$ cat src/rtl/skin_frame_sequencer.sv
// Frame sequencer around the skin classifier: pixel tagging, mask re-emit, per-frame summary.
// Optional bounding box tracking is enabled by defining SKIN_BBOX_EN.
module skin_frame_sequencer #(
    parameter int unsigned IMG_W = 160,
    parameter int unsigned IMG_H = 120,
    parameter int unsigned XW    = 8,
    parameter int unsigned YW    = 8,
    parameter int unsigned CNT_W = 15
) (
    input  logic             clk,
    input  logic             rst,
    input  logic             start,
    input  logic             pix_valid,
    output logic             pix_ready,
    input  logic             pix_sof,
    input  logic [7:0]       pix_y,
    input  logic [7:0]       pix_cb,
    input  logic [7:0]       pix_cr,
    output logic [7:0]       luma_ch,
    output logic [7:0]       cb_ch,
    output logic [7:0]       cr_ch,
    input  logic             object_image,
    output logic             mask_valid,
    output logic             mask_bit,
    output logic [XW-1:0]    mask_x,
    output logic [YW-1:0]    mask_y,
    output logic             res_valid,
    input  logic             res_ready,
    output logic [CNT_W-1:0] res_count,
    output logic [XW-1:0]    res_xmin,
    output logic [XW-1:0]    res_xmax,
    output logic [YW-1:0]    res_ymin,
    output logic [YW-1:0]    res_ymax,
    output logic             res_empty,
    output logic             res_resync,
    output logic             busy
);

    localparam logic [2:0] StIdle   = 3'd0;
    localparam logic [2:0] StSync   = 3'd1;
    localparam logic [2:0] StScan   = 3'd2;
    localparam logic [2:0] StDrain  = 3'd3;
    localparam logic [2:0] StReport = 3'd4;

    localparam logic [XW-1:0] XLast = XW'(IMG_W - 1);
    localparam logic [YW-1:0] YLast = YW'(IMG_H - 1);

    logic [2:0]       state_q, state_d;
    logic [XW-1:0]    x_q, cur_x;
    logic [YW-1:0]    y_q, cur_y;
    logic             t1_v_q, t2_v_q;
    logic [XW-1:0]    t1_x_q, t2_x_q;
    logic [YW-1:0]    t1_y_q, t2_y_q;
    logic [CNT_W-1:0] count_q;
    logic             resync_q;
    logic             accept, sof_hit, resync_hit, pix_take, last_pix;
    logic             clear_acc, skin_hit, report, empty;

    assign pix_ready  = (state_q == StSync) || (state_q == StScan);
    assign accept     = pix_valid && pix_ready;
    assign sof_hit    = accept && pix_sof;
    assign resync_hit = sof_hit && (state_q == StScan);
    // In SYNC only the sof beat enters the pipe; everything before it is discarded.
    assign pix_take   = (state_q == StSync) ? sof_hit : (accept && state_q == StScan);
    assign cur_x      = pix_sof ? '0 : x_q;
    assign cur_y      = pix_sof ? '0 : y_q;
    assign last_pix   = (cur_x == XLast) && (cur_y == YLast);
    assign clear_acc  = ((state_q == StIdle) && start) || resync_hit;
    assign skin_hit   = t2_v_q && object_image;

    always_comb begin
        state_d = state_q;
        case (state_q)
            StIdle:         if (start) state_d = StSync;
            StSync, StScan: if (pix_take) state_d = last_pix ? StDrain : StScan;
            StDrain:        if (!t1_v_q && !t2_v_q) state_d = StReport;
            StReport:       if (res_ready) state_d = StIdle;
            default:        state_d = StIdle;
        endcase
    end

    always_ff @(posedge clk) begin
        if (rst) begin
            state_q  <= StIdle;
            x_q      <= '0;
            y_q      <= '0;
            t1_v_q   <= 1'b0;
            t2_v_q   <= 1'b0;
            t1_x_q   <= '0;
            t1_y_q   <= '0;
            t2_x_q   <= '0;
            t2_y_q   <= '0;
            luma_ch  <= '0;
            cb_ch    <= '0;
            cr_ch    <= '0;
            count_q  <= '0;
            resync_q <= 1'b0;
        end else begin
            state_q <= state_d;
            t1_v_q  <= pix_take;
            // A resync drops whatever was about to reach stage 2.
            t2_v_q  <= t1_v_q && !resync_hit;
            t2_x_q  <= t1_x_q;
            t2_y_q  <= t1_y_q;
            if (pix_take) begin
                luma_ch <= pix_y;
                cb_ch   <= pix_cb;
                cr_ch   <= pix_cr;
                t1_x_q  <= cur_x;
                t1_y_q  <= cur_y;
                if (cur_x == XLast) begin
                    x_q <= '0;
                    y_q <= (cur_y == YLast) ? '0 : cur_y + 1'b1;
                end else begin
                    x_q <= cur_x + 1'b1;
                    y_q <= cur_y;
                end
            end
            if (clear_acc) begin
                count_q <= '0;
            end else if (skin_hit) begin
                count_q <= count_q + 1'b1;
            end
            if ((state_q == StIdle) && start) begin
                resync_q <= 1'b0;
            end else if (resync_hit) begin
                resync_q <= 1'b1;
            end
        end
    end

    assign report     = (state_q == StReport);
    assign empty      = (count_q == '0);
    assign busy       = (state_q != StIdle);
    assign mask_valid = t2_v_q;
    assign mask_bit   = skin_hit;
    assign mask_x     = t2_x_q;
    assign mask_y     = t2_y_q;
    assign res_valid  = report;
    assign res_count  = report ? count_q : '0;
    assign res_empty  = report && empty;
    assign res_resync = report && resync_q;

`ifdef SKIN_BBOX_EN
    logic [XW-1:0] xmin_q, xmax_q;
    logic [YW-1:0] ymin_q, ymax_q;

    always_ff @(posedge clk) begin
        if (rst || clear_acc) begin
            xmin_q <= '1;
            xmax_q <= '0;
            ymin_q <= '1;
            ymax_q <= '0;
        end else if (skin_hit) begin
            if (t2_x_q < xmin_q) xmin_q <= t2_x_q;
            if (t2_x_q > xmax_q) xmax_q <= t2_x_q;
            if (t2_y_q < ymin_q) ymin_q <= t2_y_q;
            if (t2_y_q > ymax_q) ymax_q <= t2_y_q;
        end
    end

    assign res_xmin = (report && !empty) ? xmin_q : '0;
    assign res_xmax = (report && !empty) ? xmax_q : '0;
    assign res_ymin = (report && !empty) ? ymin_q : '0;
    assign res_ymax = (report && !empty) ? ymax_q : '0;
`else
    assign res_xmin = '0;
    assign res_xmax = '0;
    assign res_ymin = '0;
    assign res_ymax = '0;
`endif

endmodule
$ cat config.mk
export PLATFORM = sky130hd
export DESIGN_NAME = skin_frame_sequencer
export DESIGN_NICKNAME = d
export VERILOG_FILES = /design/src/rtl/skin_frame_sequencer.sv
export SDC_FILE = /design/constraint.sdc
export NUM_CORES = 1
export LEC_CHECK = 0
export CORE_AREA = 2 2 98 100
export CTS_BUF_LIST = sky130_fd_sc_hd__clkbuf_16
export CTS_CLUSTER_DIAMETER = 60
export CTS_CLUSTER_SIZE = 28
export DETAILED_ROUTE_END_ITERATION = 16
export DIE_AREA = 0 0 100 102
export PLACE_DENSITY = 0.78
export SYNTH_ARGS = -nofsm -noshare
export SYNTH_HDL_FRONTEND = slang
export SYNTH_SLANG_ARGS = --single-unit
$ cat constraint.sdc
create_clock -name clk -period 2.75 [get_ports clk]
set_clock_uncertainty 0.15 [all_clocks]
set_input_delay 0.55 -clock clk [delete_from_list [all_inputs] [get_ports clk]]
set_output_delay 0.55 -clock clk [all_outputs]
set_load 0.005 [all_outputs]
### Word level (Yosys, flattened, before mapping)

Index checks and enable logic that the tools add are counted.

| storage, ports and cells | value |
|---|---|
| register bits | 93 |
| input port bits | 31 |
| output and inout bits | 94 |
| word-level logic and storage cells | 63 |

| operators by class | value |
|---|---|
| $add $sub $neg | 3 |
| equal/unequal tests | 10 |
| mux-type cells | 13 |
| reduce and logical (&&, ||, !) cells | 23 |

Operator list:

| cell | number |
|---|---|
| $mux 8 | 5 |
| $add 8x1->8 const B | 2 |
| $add 15x1->15 const B | 1 |
| $logic_not 15->1 | 1 |
| $mux 15 | 1 |
| $mux 3 | 4 |
| $pmux 3 s4 | 1 |
| $logic_and 1x1->1 | 11 |
| $eq 8x7->1 const B | 1 |
| $eq 8x8->1 const B | 1 |
| $ne 2x2->1 const B | 4 |
| $eq 3x2->1 const B | 2 |
| $reduce_or 2->1 | 3 |
| $reduce_and 4->1 | 1 |
| $eq 3x1->1 const B | 1 |
| $eq 3x3->1 const B | 1 |
| $logic_not 1->1 | 3 |
| $logic_not 3->1 | 1 |
| $reduce_bool 3->1 | 1 |
| $logic_or 1x1->1 | 2 |
| $mux 1 | 2 |

### Depth between registers and ports, before layout

| depth | value |
|---|---|
| word-level depth | 7 |
| depth in mapped cells | 10 |
| mapped depth without buffers | 9 |

### Least setup slack after synthesis

No wires, ideal clock.

| timing path | value |
|---|---|
| kind | input -> register |
| start point | in pix_sof |
| end point | reg state_q[0] |
| setup time | 0.120 ns |
| arrival | 2.183 ns |
| data required time | 2.480 ns |
| path slack | 0.297 ns |
| stages on the path | 10 |
| buffers on the path | 3 |
| cell sequence | buf_2 > clkbuf_1 > clkbuf_1 > nor2b_1 > ha_1 > nand2_1 > nor2_1 > nand4_1 > o41ai_1 > a211o_1 |

| between the ends | value |
|---|---|
| word-level cells in the longest chain between the ends | 6 |
| elaborated cells on any way between the ends | 12 |
| classes of those cells | eq/ne: 3; mux: 6; reduce/logical: 3 |

RTL lines:

| item | RTL line | text |
|---|---|---|
| start, declared | 15 | `input logic pix_sof,` |
| $mux 8 | 66 | `assign cur_y = pix_sof ? '0 : y_q;` |
| net cur_y[0] | 50 | `logic [YW-1:0] y_q, cur_y;` |
| $eq 8x7->1 | 67 | `assign last_pix = (cur_x == XLast) && (cur_y == YLast);` |
| $logic_and 1x1->1 | 67 |  |
| $mux 1 | 75 | `StSync, StScan: if (pix_take) state_d = last_pix ? StDrain : StScan;` |
| $mux 3 | 75 |  |
| $pmux 3 s4 | 73 | `case (state_q)` |
| end signal, assigned | 84 | `state_q <= StIdle;` |
| end signal, assigned | 99 | `state_q <= state_d;` |
| end, declared | 48 | `logic [2:0] state_q, state_d;` |

The timed path passes the listed nets, and every way through them passes these cells. The select of a mux whose other input is x is not followed.
A chain may end at the register's enable or synchronous reset.

### Final worst setup path

| timing path | value |
|---|---|
| start point | reg state_q[2] |
| end point | out res_count[12] |

| between the ends | value |
|---|---|
| word-level cells in the longest chain between the ends | 2 |

RTL lines:

| item | RTL line | text |
|---|---|---|
| $eq 3x3->1 | 132 | `assign report = (state_q == StReport);` |
| $mux 15 | 140 | `assign res_count = report ? count_q : '0;` |
| end, declared | 29 | `output logic [CNT_W-1:0] res_count,` |

No other way between the ends.

==> flow_summary.json <==
{
  "nets": 646,
  "yosysMostFrequentCell": "nand2_1",
  "fin_area_mm2": 0.005479,
  "synthTopCellsByCount": "nand2_1, dfxtp_1, a21oi_1, nor2_1, buf_4",
  "slowest_delay_ns": 0.51,
  "hold_ws_ns": 0.2952,
  "grt_pass1_wl_um": 15820,
  "tns_ns": 0,
  "overflow": 0,
  "final.period_utilization_pct": 96.19,
  "grt_use_total_pct": 19.21,
  "dieWidth_um": 100,
  "hold_violations": 0,
  "p_leak_uw": 0.002107,
  "post-route-util_pct": 60.15,
  "worstPathCellList": "inv_2, nor3_1, buf_4, buf_4, and2_1, clkdlybuf4s50_1",
  "worstPathRequired_ns": 2.05,
  "clock_sinks": 93,
  "setup_viol": 0,
  "postPlaceCellArea_mm2": 0.005142,
  "yosysWarnings": 0,
  "place_inst": 706,
  "synthTopCellsByArea": "dfxtp_1, nand2_1, buf_4, a21oi_1, nor2_1",
  "drc": 0,
  "yosysSeqAreaShare_pct": 44.38,
  "grt_pass1_vias": 3409,
  "multiInputGateArea_mm2": 0.002044,
  "slew_violations": 0,
  "ctsHoldBuffers": 0,
  "cts_root_buffer": "clkbuf_16",
  "grt_max_degree": 33,
  "fmax_mhz": 378.0,
  "coreArea_mm2": 0.009109,
  "clkTransAtPathRegs_ns": 0.07,
  "ys_ff_latch": 93,
  "critPathArrivalTime_ns": 1.95,
  "syn_area_mm2": 0.004195,
  "grt_setup_unrepaired": "no",
  "register_area_mm2": 0.001862,
  "drive_above_1_share_pct": 7.305,
  "holdCritPathClass": "reg2reg",
  "hpwl_um": 6715,
  "largest-register": "count_q",
  "syn_avg_cell_area_um2": 8.083,
  "stdcell_count": 727,
  "synth-edff-count": 0,
  "die_area_mm2": 0.01020,
  "post_drt_via_cell_ratio": 5.063,
  "synth.largest_area_cell": "dfxtp_1",
  "layout_min_cycle_time_ns": 2.645,
  "ys_async_sr_fraction_pct": 0,
  "critPathMaxFanout": 9,
  "num_vias": 3681,
  "antenna_found_initial": 0,
  "ant_nets": 0,
  "fill_cells": 796,
  "drtIter0Drc": 210,
  "cp-end-kind": "primary output",
  "crit_path_top_delay_cell": "clkdlybuf4s50_1",
  "cts_tree": "done",
  "start_util_pct": 46.06,
  "synth_cells": 519,
  "crit_type": "reg2out",
  "cap_violations": 0,
  "synth_top_area_share_pct": 44.38,
  "path_common_cell": "buf_4",
  "syn_to_final_growth_pct": 30.60,
  "fp.dieH_um": 102,
  "status": "finished clean",
  "place_congestion": 0.8978,
  "ys_types": 53,
  "power_density_mw_per_mm2": 632.9,
  "post_drt_wl_per_cell_um": 13.53,
  "insertedDiodeCount": 0,
  "ys.flop_type": "dfxtp_1",
  "io_buffers": 92,
  "wl_um": 9839,
  "dr.pass1.iters": 4,
  "rows": 35,
  "largest_reg_flops": 15,
  "clk_path_buf_depth": 2,
  "worstSkewPairLatency_ns": 0.34,
  "irDropWorstVdd_v": 0.0004140,
  "startpoint_type": "flop",
  "numCtsBuffers": 9,
  "num_io_pins": 125,
  "h-tree-depth": 3
}
## kinds of logic after synthesis
logic type,after synthesis,synth area share (%)
flops,93,44.38
other cells,1,0.08939
xor+xnor,16,3.340
compound gates,84,11.72
fa+ha+maj,4,1.193
simple gates,246,28.60
mux,1,0.2386
buf+inv,74,10.44
## cell type report
cell class / instances / share of cell area [%]
sequential: 93 / 33.98
multi-input combinational: 383 / 37.31
timing repair buffer: 114 / 20.46
tap: 111 / 2.535
clock buffer: 9 / 4.111
clock inverter: 7 / 0.9135
inverter: 10 / 0.6851
## worst max-delay path: cells and delay by family, from the launching register on
family / cells / cell delay, ns
simple gates: 2 / 0.34
buf+inv: 4 / 0.93
flops: 1 / 0.34
## through the flow
stage,worst slack [ns],total power (uW)
after floorplan,0.2973,2010
after global placement,0.09950,2323
after detailed placement,0.04684,2333
after CTS,0.002427,3476
after global routing,0.007760,3645
final,0.1047,3468
## metal layers
| layer | up-vias | routed length (um) | global-route usage [%] | part of all wire, % |
|---|---|---|---|---|
| met2 | 104 | 4899 | 31.24 | 50 |
| met1 | 1707 | 4334 | 24.90 | 44 |
| li1 | 1859 | - | - | - |
| met4 | 0 | 147 | 6.849 | 1.5 |
| met5 | - | 0 | 0 | 0 |
| met3 | 11 | 458 | 4.925 | 4.7 |
## final timing paths
check | slack, ns | cells after the start | end | from
min reg2reg | 0.30 | 2 | t1_y_q[6] | t1_y_q[6]
max reg2reg | 0.74 | 7 | cb_ch[5] | state_q[0]
min | 0.30 | 2 | t1_y_q[6] | t1_y_q[6]
max | 0.10 | 6 | res_count[12] | state_q[2]
## cell usage in the layout (no fill, tap or decap), types with 5 or more instances in the layout
| cell type | n |
|---|---|
| conb_1 | 32 |
| nand2_1 | 105 |
| xor2_1 | 5 |
| a21oi_1 | 41 |
| nor2b_1 | 21 |
| clkbuf_16 | 9 |
| xnor2_1 | 11 |
| nor3_1 | 7 |
| nand3_1 | 19 |
| dfxtp_1 | 93 |
| nor2_1 | 41 |
| buf_4 | 19 |
| inv_1 | 9 |
| clkdlybuf4s50_1 | 90 |
| nand4_1 | 7 |
| and2_1 | 16 |
| o21ai_0 | 19 |
## what timing repair did
action / 4_1_cts / 5_1_grt
endpoints found under the setup margin: 1 / 1
gates resized for setup: 1 / 3
setup buffers: 0 / 5
## power breakdown
| group | switching (uW) | leakage, uW | total (uW) | internal [uW] |
|---|---|---|---|---|
| Sequential | 43.7 | 0.000750 | 1470 | 1430 |
| Clock | 541 | 0.000129 | 1160 | 614 |
| Combinational | 458 | 0.00123 | 843 | 384 |
No activity file was read; power rests on OpenSTA's default activity.
